===== src/rtl/mux_scan_sel.sv =====
// Registered N-channel, W-bit multiplexer with manual select and auto-scan modes.
// Optional macro MUX_SCAN_SKIP_MASK_EN adds a scan_mask port that skips channels in scan mode.
module mux_scan_sel #(
    parameter int N_CH  = 8,
    parameter int W     = 1,
    parameter int DWELL = 1
) (
    input  logic                        clk,
    input  logic                        rst,
    input  logic                        en,
    input  logic                        mode,
    input  logic [$clog2(N_CH)-1:0]     sel_in,
    input  logic [N_CH*W-1:0]           din,
    output logic [W-1:0]                dout,
    output logic [$clog2(N_CH)-1:0]     ch_out,
    output logic                        valid,
    output logic                        wrap
`ifdef MUX_SCAN_SKIP_MASK_EN
    ,
    input  logic [N_CH-1:0]             scan_mask
`endif
);

    localparam int SW = $clog2(N_CH);
    localparam int DW = $clog2(DWELL + 1);

    typedef enum logic [0:0] {
        MANUAL = 1'b0,
        SCAN   = 1'b1
    } state_t;

    state_t          state_r, state_s;
    logic [SW-1:0]   ch_r, ch_s;
    logic [DW-1:0]   dwell_r, dwell_s;
    logic [W-1:0]    dout_s;
    logic [SW-1:0]   ch_out_s;
    logic            valid_s, wrap_s;
    logic [N_CH-1:0] mask_s;
    logic [SW-1:0]   cur_ch_s;
    logic [DW-1:0]   cur_dw_s;
    logic            last_dw_s;

`ifdef MUX_SCAN_SKIP_MASK_EN
    assign mask_s = scan_mask;
`else
    assign mask_s = {N_CH{1'b1}};
`endif

    function automatic logic [SW-1:0] first_ch(input logic [N_CH-1:0] m);
        first_ch = '0;
        for (int k = N_CH - 1; k >= 0; k--) begin
            if (m[k]) first_ch = SW'(k);
        end
    endfunction

    function automatic logic [SW-1:0] last_ch(input logic [N_CH-1:0] m);
        last_ch = '0;
        for (int k = 0; k < N_CH; k++) begin
            if (m[k]) last_ch = SW'(k);
        end
    endfunction

    // Next enabled channel strictly above c, wrapping to the lowest enabled one.
    function automatic logic [SW-1:0] next_ch(input logic [N_CH-1:0] m, input logic [SW-1:0] c);
        next_ch = first_ch(m);
        for (int k = N_CH - 1; k >= 0; k--) begin
            if (m[k] && (k > int'(c))) next_ch = SW'(k);
        end
    endfunction

    // FSM follows mode every clock; entry into SCAN is seen as state_r still MANUAL.
    always_comb begin
        state_s = state_r;
        case (state_r)
            MANUAL: if (mode) state_s = SCAN;   else state_s = MANUAL;
            SCAN:   if (mode) state_s = SCAN;   else state_s = MANUAL;
            default: state_s = MANUAL;
        endcase
    end

    // Sample selection and counter update for the next clock.
    always_comb begin
        dout_s    = dout;
        ch_out_s  = ch_out;
        valid_s   = 1'b0;
        wrap_s    = 1'b0;
        ch_s      = ch_r;
        dwell_s   = dwell_r;
        cur_ch_s  = (state_r == SCAN) ? ch_r : first_ch(mask_s);
        cur_dw_s  = (state_r == SCAN) ? dwell_r : DW'(0);
        last_dw_s = (cur_dw_s == DW'(DWELL - 1));
        if (mode) begin
            // Counters are committed even with en=0 so a restart on entry is never lost.
            ch_s    = cur_ch_s;
            dwell_s = cur_dw_s;
            if (en && (|mask_s)) begin
                dout_s   = din[int'(cur_ch_s)*W +: W];
                ch_out_s = cur_ch_s;
                valid_s  = 1'b1;
                wrap_s   = last_dw_s && (cur_ch_s == last_ch(mask_s));
                if (last_dw_s) begin
                    dwell_s = DW'(0);
                    ch_s    = next_ch(mask_s, cur_ch_s);
                end else begin
                    dwell_s = cur_dw_s + DW'(1);
                end
            end else begin
                valid_s = 1'b0;
            end
        end else begin
            ch_s    = '0;
            dwell_s = '0;
            if (en) begin
                ch_out_s = sel_in;
                if (int'(sel_in) < N_CH) begin
                    dout_s  = din[int'(sel_in)*W +: W];
                    valid_s = 1'b1;
                end else begin
                    dout_s  = '0;
                    valid_s = 1'b0;
                end
            end else begin
                valid_s = 1'b0;
            end
        end
    end

    // State, counters and registered outputs.
    always_ff @(posedge clk or posedge rst) begin
        if (rst) begin
            state_r <= MANUAL;
            ch_r    <= '0;
            dwell_r <= '0;
            dout    <= '0;
            ch_out  <= '0;
            valid   <= 1'b0;
            wrap    <= 1'b0;
        end else begin
            state_r <= state_s;
            ch_r    <= ch_s;
            dwell_r <= dwell_s;
            dout    <= dout_s;
            ch_out  <= ch_out_s;
            valid   <= valid_s;
            wrap    <= wrap_s;
        end
    end

endmodule

===== config.mk =====
export PLATFORM = sky130hd
export DESIGN_NAME = mux_scan_sel
export DESIGN_NICKNAME = d
export VERILOG_FILES = /design/src/rtl/mux_scan_sel.sv
export SDC_FILE = /design/constraint.sdc
export NUM_CORES = 1
export LEC_CHECK = 0
export BUFFER_PORTS_ARGS = -buffer_cell sky130_fd_sc_hd__clkbuf_2
export CORE_AREA = 2 2 39 41
export CTS_BUF_LIST = sky130_fd_sc_hd__clkbuf_2 sky130_fd_sc_hd__clkbuf_4 sky130_fd_sc_hd__clkbuf_8
export CTS_CLUSTER_SIZE = 30
export DETAILED_ROUTE_END_ITERATION = 6
export DIE_AREA = 0 0 41 43
export PLACE_DENSITY_LB_ADDON = 0.15
export REMOVE_ABC_BUFFERS = 1
export SYNTH_ARGS = -nofsm -noshare
export SYNTH_HDL_FRONTEND = slang
export SYNTH_SLANG_ARGS = --single-unit

===== constraint.sdc =====
create_clock -name clk -period 3.7 [get_ports clk]
set_input_delay 0.185 -clock clk [delete_from_list [all_inputs] [get_ports clk]]
set_output_delay 0.185 -clock clk [all_outputs]
set_load 0.02 [all_outputs]

# Yosys cells after proc, flatten, opt, wreduce, memory -nomap -nowiden
# Index checks and enable logic that the tools add are counted.
[word_totals]
regBits = 11
word_cells = 47
out_inout_bits = 6
inputBits = 15
[op_classes]
mux = 27
addsub = 1
n_lt_le_gt_ge = 7
reduce_logical = 1
n_eq_ne = 1
shifts = 2
bitwise = 1
[op_table]
columns = ["operator", "count"]
rows = [
  ["$mux W3", 16],
  ["$shiftx A8 B4 Y1", 2],
  ["$gt A3 B3 Y1 const A", 4],
  ["$mux W1", 11],
  ["$gt A2 B3 Y1 const A", 2],
  ["$eq A3 B3 Y1", 1],
  ["$gt A1 B3 Y1 const A", 1],
  ["$add A1 B1 Y1 const B", 1],
  ["$logic_and A1 B1 Y1", 1],
  ["$not A1 Y1", 1],
]

# Logic depth before layout (Yosys ltp)
# Gate-level depths: netlist (run 1).
[depth]
ltp_word = 12
depth_mapped = 6
mapped_depth_nobuf = 6

# Worst setup path before layout (run 1)
# OpenSTA, ideal clock, no wires.
[synth_path]
kind = "reg2reg"
start = "reg state_r"
end = "reg dout"
setup_time_ns = 0.129
setup_slack_ns = 2.263
path_stages_with_launch = 6
arrival_time_ns = 1.308
cell_sequence = "dfrtp_1 > and3_4 > or2_4 > a211o_1 > nand4b_2 > o221ai_2"
[synth_via]
elab_chain_len = 4
[synth_rtl]
columns = ["item", "line_no", "text"]
rows = [
  ["start: declaration", "32", "state_t state_r, state_s;"],
  ["start signal: assignment", "139", "state_r <= state_s;"],
  ["$mux W3", "89", "cur_ch_s = (state_r == SCAN) ? ch_r : first_ch(mask_s);"],
  ["$shiftx A8 B4 Y1", "97", "dout_s = din[int'(cur_ch_s)*W +: W];"],
  ["$mux W1", "96", "if (en && (|mask_s)) begin"],
  ["$mux W1", "92", "if (mode) begin"],
  ["end signal: assignment", "142", "dout <= dout_s;"],
  ["end: declaration", "14", "output logic [W-1:0] dout,"],
]
# No other way between the ends. The select of a mux whose other input is x is not followed.
# A chain may end at the register's enable or synchronous reset.

# Final worst setup path (run 1)
# Same ends and word-level chain as after synthesis.

==> results of run 1 <==
-- metal layers --
layer  share of wire [%]  vias to the layer above  wire, microns  GRT usage (%)
li1                    -                      258              -              -
met1                  47                      223            522           17.3
met2                  45                       17            500           21.9
met3                 6.4                        4             72           3.14
met4                 2.2                        0             25           10.7
met5                   0                        -              0              0
-- final cells by class --
cell class,count,area [sq um]
inverter,6,22.5
sequential,11,275
fill,134,644
multi-input combinational,43,282
tap,16,20.0
timing repair buffer,21,110
clock buffer,4,30.0
-- where the power goes --
group	leakage [uW]	switching, uW	internal (uW)
Combinational	0.000227	27.6	22.0
Sequential	0.000141	4.63	127
Clock	0.0000184	39.7	49.1
-- cells in the final DEF (no fill, tap or decap) --
master / instances
nand3_1: 1
nand2_1: 10
nor2_1: 6
a22oi_1: 1
and3_4: 1
inv_1: 6
or2_4: 1
o221ai_2: 1
dlygate4sd3_1: 1
and3_2: 1
ha_1: 1
a211o_1: 1
mux2_2: 2
a21oi_1: 3
nand4b_2: 1
clkbuf_2: 20
dfrtp_1: 11
a31oi_1: 1
o21ai_0: 2
xor2_1: 1
nor3b_1: 2
o211ai_1: 1
mux2i_1: 1
clkbuf_4: 4
nor3_1: 1
o21a_1: 1
a32o_1: 1
nor2b_1: 2
-- sequential cells by signal, summed over array words and instances (netlist names) --
name,flops
ch_out,3
ch_r,3
dout,1
dwell_r,1
state_r,1
valid,1
wrap,1
-- cell families (layout without fill, tap and decap cells) --
logic type,count (synthesis),in the layout,synth area share (%)
mux,3,3,5.54
flops,11,11,46.9
fa+ha+maj,1,1,2.13
compound gates,12,12,14.9
xor+xnor,1,1,1.49
buf+inv,7,31,5.12
simple gates,26,26,23.9
-- stage by stage --
| stage | cells | total power, uW | hold WS (ns) | worst slack [ns] | util (%) |
|---|---|---|---|---|---|
| floorplan | 60 | 164 | 0.0374 | 2.26 | - |
| global placement | 96 | 183 | 0.177 | 2.19 | 50.5 |
| detailed placement | 96 | 184 | 0.177 | 2.16 | 50.5 |
| CTS | 101 | 273 | 0.137 | 2.15 | 53.4 |
| global route | 101 | 284 | 0.138 | 2.05 | 53.4 |
| finish | 101 | 270 | 0.134 | 2.15 | 53.4 |
-- final timing paths --
kind                                             from  slack, ns  cells past startpoint               endpoint
worst max register to register      state_r$_DFF_PP0_       2.15                      5       dout$_DFFE_PP0P_
worst max-delay path                state_r$_DFF_PP0_       2.15                      5       dout$_DFFE_PP0P_
max in group asynchronous                         rst       2.99                      3      dwell_r$_DFF_PP0_
worst min-delay path                             mode       0.13                      1      state_r$_DFF_PP0_
worst min register to register  ch_out[2]$_DFFE_PP0P_       0.50                      1  ch_out[2]$_DFFE_PP0P_
min in group asynchronous                         rst       0.42                      3      state_r$_DFF_PP0_
-- repair_timing --
action | CTS | global route
endpoints found under the hold margin | 11 | 0
hold buffers | 1 | 0
endpoints found under the setup margin | 0 | 0
resized for setup | 0 | 0
==> run metrics, run 1 <==
status complete, no violations; Tmin final 1.55 ns; worst path arrival time 1.69 ns; GP Congestion 0.782; CP cell instances and3_4, or2_4, a211o_1, nand4b_2, o221ai_2; number of buffers added on ports 20; maximum VDD drop 0.157 mV; area grow syn2layout 26.0%; wire per inst 11.1 microns; Static Leak 0.000386 uW; CTS max path bufs 2; area share of the largest cell type after synthesis 46.9%; Synth area leaders dfrtp_1, nand2_1, inv_1; Setup crit start kind flip-flop; Setup TNS Final 0 ns; die area 1760 sq um; Post-Layout Inst Area 739 sq um; GRT Resource Usage Total 14.6%; Crit Path Category flip-flop to flip-flop; Max Freq 645 MHz; final slew viol count 0; Synth cell types 26; worst-path fanout max 8; EDFF count, synth 0; Mapped Cells 61; Post-Route WL 1.12 mm; # setup viols final 0; Buf+Inv Stages, Crit Path 0; Max Cap Viol 0; worst skew pair latency 0.27 ns; synthesis-stage register bit count 11; initial DRC count 8; most numerous cell in the Yosys netlist dfrtp_1; top cells by count, synth dfrtp_1, nand2_1, inv_1, nor2_1, a21oi_1; CP max stage cell dfrtp_1; prevailing post-synth register cell dfrtp_1; first-pass GRT wire length 1.73 mm; core area 1380 sq um; vias in the first global route 466; pwr dens 365 nW/um^2; Post-CTS Setup Inserts 0; std cell rows 14; CP top delay family simple AND/OR/NAND/NOR gates; Slew HR 73.7%; drt drc 0; via density per instance 4.97; gr ovfl total 0; CTS clk-pin slew, worst paths 0.07 ns; sequential area share after synthesis 46.9%; clk root buf clkbuf_4; fin nets 102; CP required 3.84 ns; Worst Tran Pin Value 0.384 ns; Placed Area 699 sq um; Diodes inserted 0; clk sink count 11; crit share post-route 41.9%; Antenna Violating Nets Remaining 0; Hold Vio Cnt, Final 0; Num CTS Buffers 3; clock skew 0.00638 ns; largest area contributor in the netlist dfrtp_1; CTS tree yes; Worst setup EP type flip-flop; Die Wd 41 microns; Initial Utilization 42.4%; Avg Cell Area, Syn 9.62 sq um; Post-Syn Area 587 sq um; first-pass iteration count of the detailed router 4; Chip Height 43 microns; largest net degree at the start of global routing 14; YS warnings 0; fraction of registers with async set/reset 100%; DR vias 502; H-tree levels 1; Detailed Place HPWL 887 microns; Worst path max stage delay 0.45 ns; initial antenna violation count 0; I/O pins 21; worst hold path type input port to flip-flop; RSZ-0062 raised after global routing false; share of layout cells above drive strength 1 36.5%
(Power assumes the default switching activity.)
==> run 2: changes to the inputs <==
--- a/config.mk
+++ b/config.mk
@@ -6,11 +6,11 @@
 export NUM_CORES = 1
 export LEC_CHECK = 0
 export BUFFER_PORTS_ARGS = -buffer_cell sky130_fd_sc_hd__clkbuf_2
-export CORE_AREA = 2 2 39 41
+export CORE_MARGIN = 2
+export CORE_UTILIZATION = 44
 export CTS_BUF_LIST = sky130_fd_sc_hd__clkbuf_2 sky130_fd_sc_hd__clkbuf_4 sky130_fd_sc_hd__clkbuf_8
 export CTS_CLUSTER_SIZE = 30
 export DETAILED_ROUTE_END_ITERATION = 6
-export DIE_AREA = 0 0 41 43
 export PLACE_DENSITY_LB_ADDON = 0.15
 export REMOVE_ABC_BUFFERS = 1
 export SYNTH_ARGS = -nofsm -noshare
==> constraint.sdc (replaced) <==
create_clock -name clk -period 1.4 [get_ports clk]
set_input_delay 0.07 -clock clk [delete_from_list [all_inputs] [get_ports clk]]
set_output_delay 0.07 -clock clk [all_outputs]
set_load 0.02 [all_outputs]
==> run 2 against run 1 <==
Against the previous run:
- final area rose by 9.5%
- wire length grew 8.5%
- register-to-register slack got worse by 2.1 ns
- sequential power rose to 2.6 times the previous value
- hold slack lost 0.10 ns
- largest cell class unchanged
- largest power group unchanged
==> run metrics, run 2 (synthesis gave the netlist of run 1 again) <==
r2r setup slk 0.04 ns (-2.11 ns); cell depth of the worst flop-to-flop path 5 (unchanged); Buf+Inv Stages, Crit Path 0 (unchanged); most used routing layer met2; number of buffers added on ports 20 (unchanged); worst hold path type input port to flip-flop; Hold Vio Cnt, Final 0 (unchanged); M3 GR Usage 5.00% (+1.9 points); clock skew 0.000887 ns (-0.00550 ns); worst-path fanout max 3 (-5); fin nets 110 (+7.8%); Static Leak 0.000431 uW (+12%); CP max stage cell dfrtp_1; I/O pins 21 (unchanged); RSZ-0062 raised after global routing true; vias in the first global route 438 (-6.0%); first-pass GRT wire length 1.81 mm (+4.8%); commonest non-fill, non-tap cell in the layout clkbuf_2; Placed Area 751 sq um (+7.3%); clk sink count 11 (unchanged); drt drc 0 (unchanged); area grow syn2layout 38.0%; Setup crit start state_r$_DFF_PP0_; Worst Tran Pin Value 0.435 ns (+0.0510 ns); Worst path max stage delay 0.39 ns (-0.06 ns); H-tree levels 1 (unchanged); Setup crit start kind flip-flop; pwr dens 910 nW/um^2 (+150%); via density per instance 4.96 (-0.15%); CP top delay family simple AND/OR/NAND/NOR gates; Initial Utilization 46.3% (+3.8 points); largest net degree at the start of global routing 12 (-2); Slew HR 71.0% (-2.7 points); initial DRC count 14 (+6); Worst setup EP type flip-flop; worst path arrival time 1.51 ns (-0.18 ns); Crit Path Category flip-flop to flip-flop; CTS max path bufs 2 (unchanged); CTS clk-pin slew, worst paths 0.07 ns (about the same); Tmin final 1.36 ns (-0.188 ns); CTS tree yes; DR vias 536 (+6.8%); std cell rows 13 (-1); Largest regs ch_out x3, ch_r x3; die area 1640 sq um (-6.9%); # setup viols final 0 (unchanged); status complete, no violations; R2R Path Start state_r$_DFF_PP0_; Antenna Violating Nets Remaining 0 (unchanged); met1 global-route usage 23.1% (+5.8 points); worst skew pair latency 0.26 ns (about the same); crit share post-route 97.3% (+55 points); grt met2 use 25.8% (+3.9 points); final slew viol count 0 (unchanged); gr ovfl total 0 (unchanged); wire per inst 11.3 microns (+1.4%); core area 1270 sq um (-8.3%); Setup TNS Final 0 ns (unchanged); GRT Resource Usage Total 17.3% (+2.7 points); Diodes inserted 0 (unchanged); worst hold start mode; first-pass iteration count of the detailed router 4 (unchanged); worst flop-to-flop path endpoint dout$_DFFE_PP0P_; WP depth 5 (unchanged); Num CTS Buffers 3 (unchanged); placed cell count 102 (+6.3%); final non-filler cell total 108 (+6.9%); Detailed Place HPWL 913 microns (+2.9%); Die Wd 40.5 microns (-1.2%); most frequent cells in the layout clkbuf_2, dfrtp_1, nand2_1; Post-Layout Inst Area 810 sq um (+9.5%); Max Freq 734 MHz (+14%); maximum VDD drop 0.499 mV (+220%); clk root buf clkbuf_4; Chip Height 40.5 microns (-5.8%); Tot Pwr 736 uW (+170%); Post-Route WL 1.22 mm (+8.5%); CP cell instances and3_4, or2_4, a211o_1, nand4b_2, o221ai_2; Max Cap Viol 0 (unchanged); initial antenna violation count 0 (unchanged); GP Congestion 0.806 (+3.1%); Critical Path End dout$_DFFE_PP0P_; share of layout cells above drive strength 1 45.2% (+8.7 points); CP required 1.55 ns (-2.29 ns)
## run 2: repair_timing
action / in CTS / in global routing
pin swaps: 1 / 3
hold buffers: 1 / 0
resized for setup: 0 / 4
endpoints found under the setup margin: 1 / 2
buffers inserted: 1 / 0
hold endpoints to repair: 11 / 0
## run 2: report_power, final
part / internal (uW) / switching (uW)
clock network: 129 / 106
logic: 74.5 / 81.5
registers: 336 / 8.75
## run 2: final cells by class
cell class | instances | area (sq um)
Inverter | 6 | 22.5
Sequential cell | 11 | 275
Fill cell | 116 | 459
Tap cell | 15 | 18.8
Multi-Input combinational cell | 43 | 289
Timing Repair Buffer | 29 | 174
Clock buffer | 4 | 30.0
## run 2: worst min-delay path by stage
| stage | end | slack [ns] | depth (start not counted) |
|---|---|---|---|
| after floorplan | ch_out[0]$_DFFE_PP0P_ | -0.08 | 1 |
| after global placement | valid$_DFF_PP0_ | 0.06 | 2 |
| after detailed placement | valid$_DFF_PP0_ | 0.07 | 2 |
| after CTS | state_r$_DFF_PP0_ | 0.02 | 1 |
| after global routing | state_r$_DFF_PP0_ | 0.03 | 1 |
| final | state_r$_DFF_PP0_ | 0.03 | 1 |
## run 2: metrics by stage
stage	hold slack [ns]	setup WS, ns	util, %
after floorplan	-0.0776	-0.0377	-
after global placement	0.0604	0.0246	59.2
after detailed placement	0.0690	0.00114	59.2
after CTS	0.0196	0.0173	62.9
after global routing	0.0289	-0.0301	63.8
final	0.0320	0.0384	63.8
## run 2: worst reg2reg max path, cell delays in order, from the launching register on
cell and delay [ns]:
dfrtp_1 0.39, and3_4 0.19, or2_4 0.24, a211o_1 0.27, nand4b_2 0.08, o221ai_2 0.08
## run 2: layer usage
metal / routed length, microns / vias to the layer above
li1: - / 274
met1: 572 / 246
met2: 576 / 16
met3: 67 / 0
met4: 0 / 0
met5: 0 / -
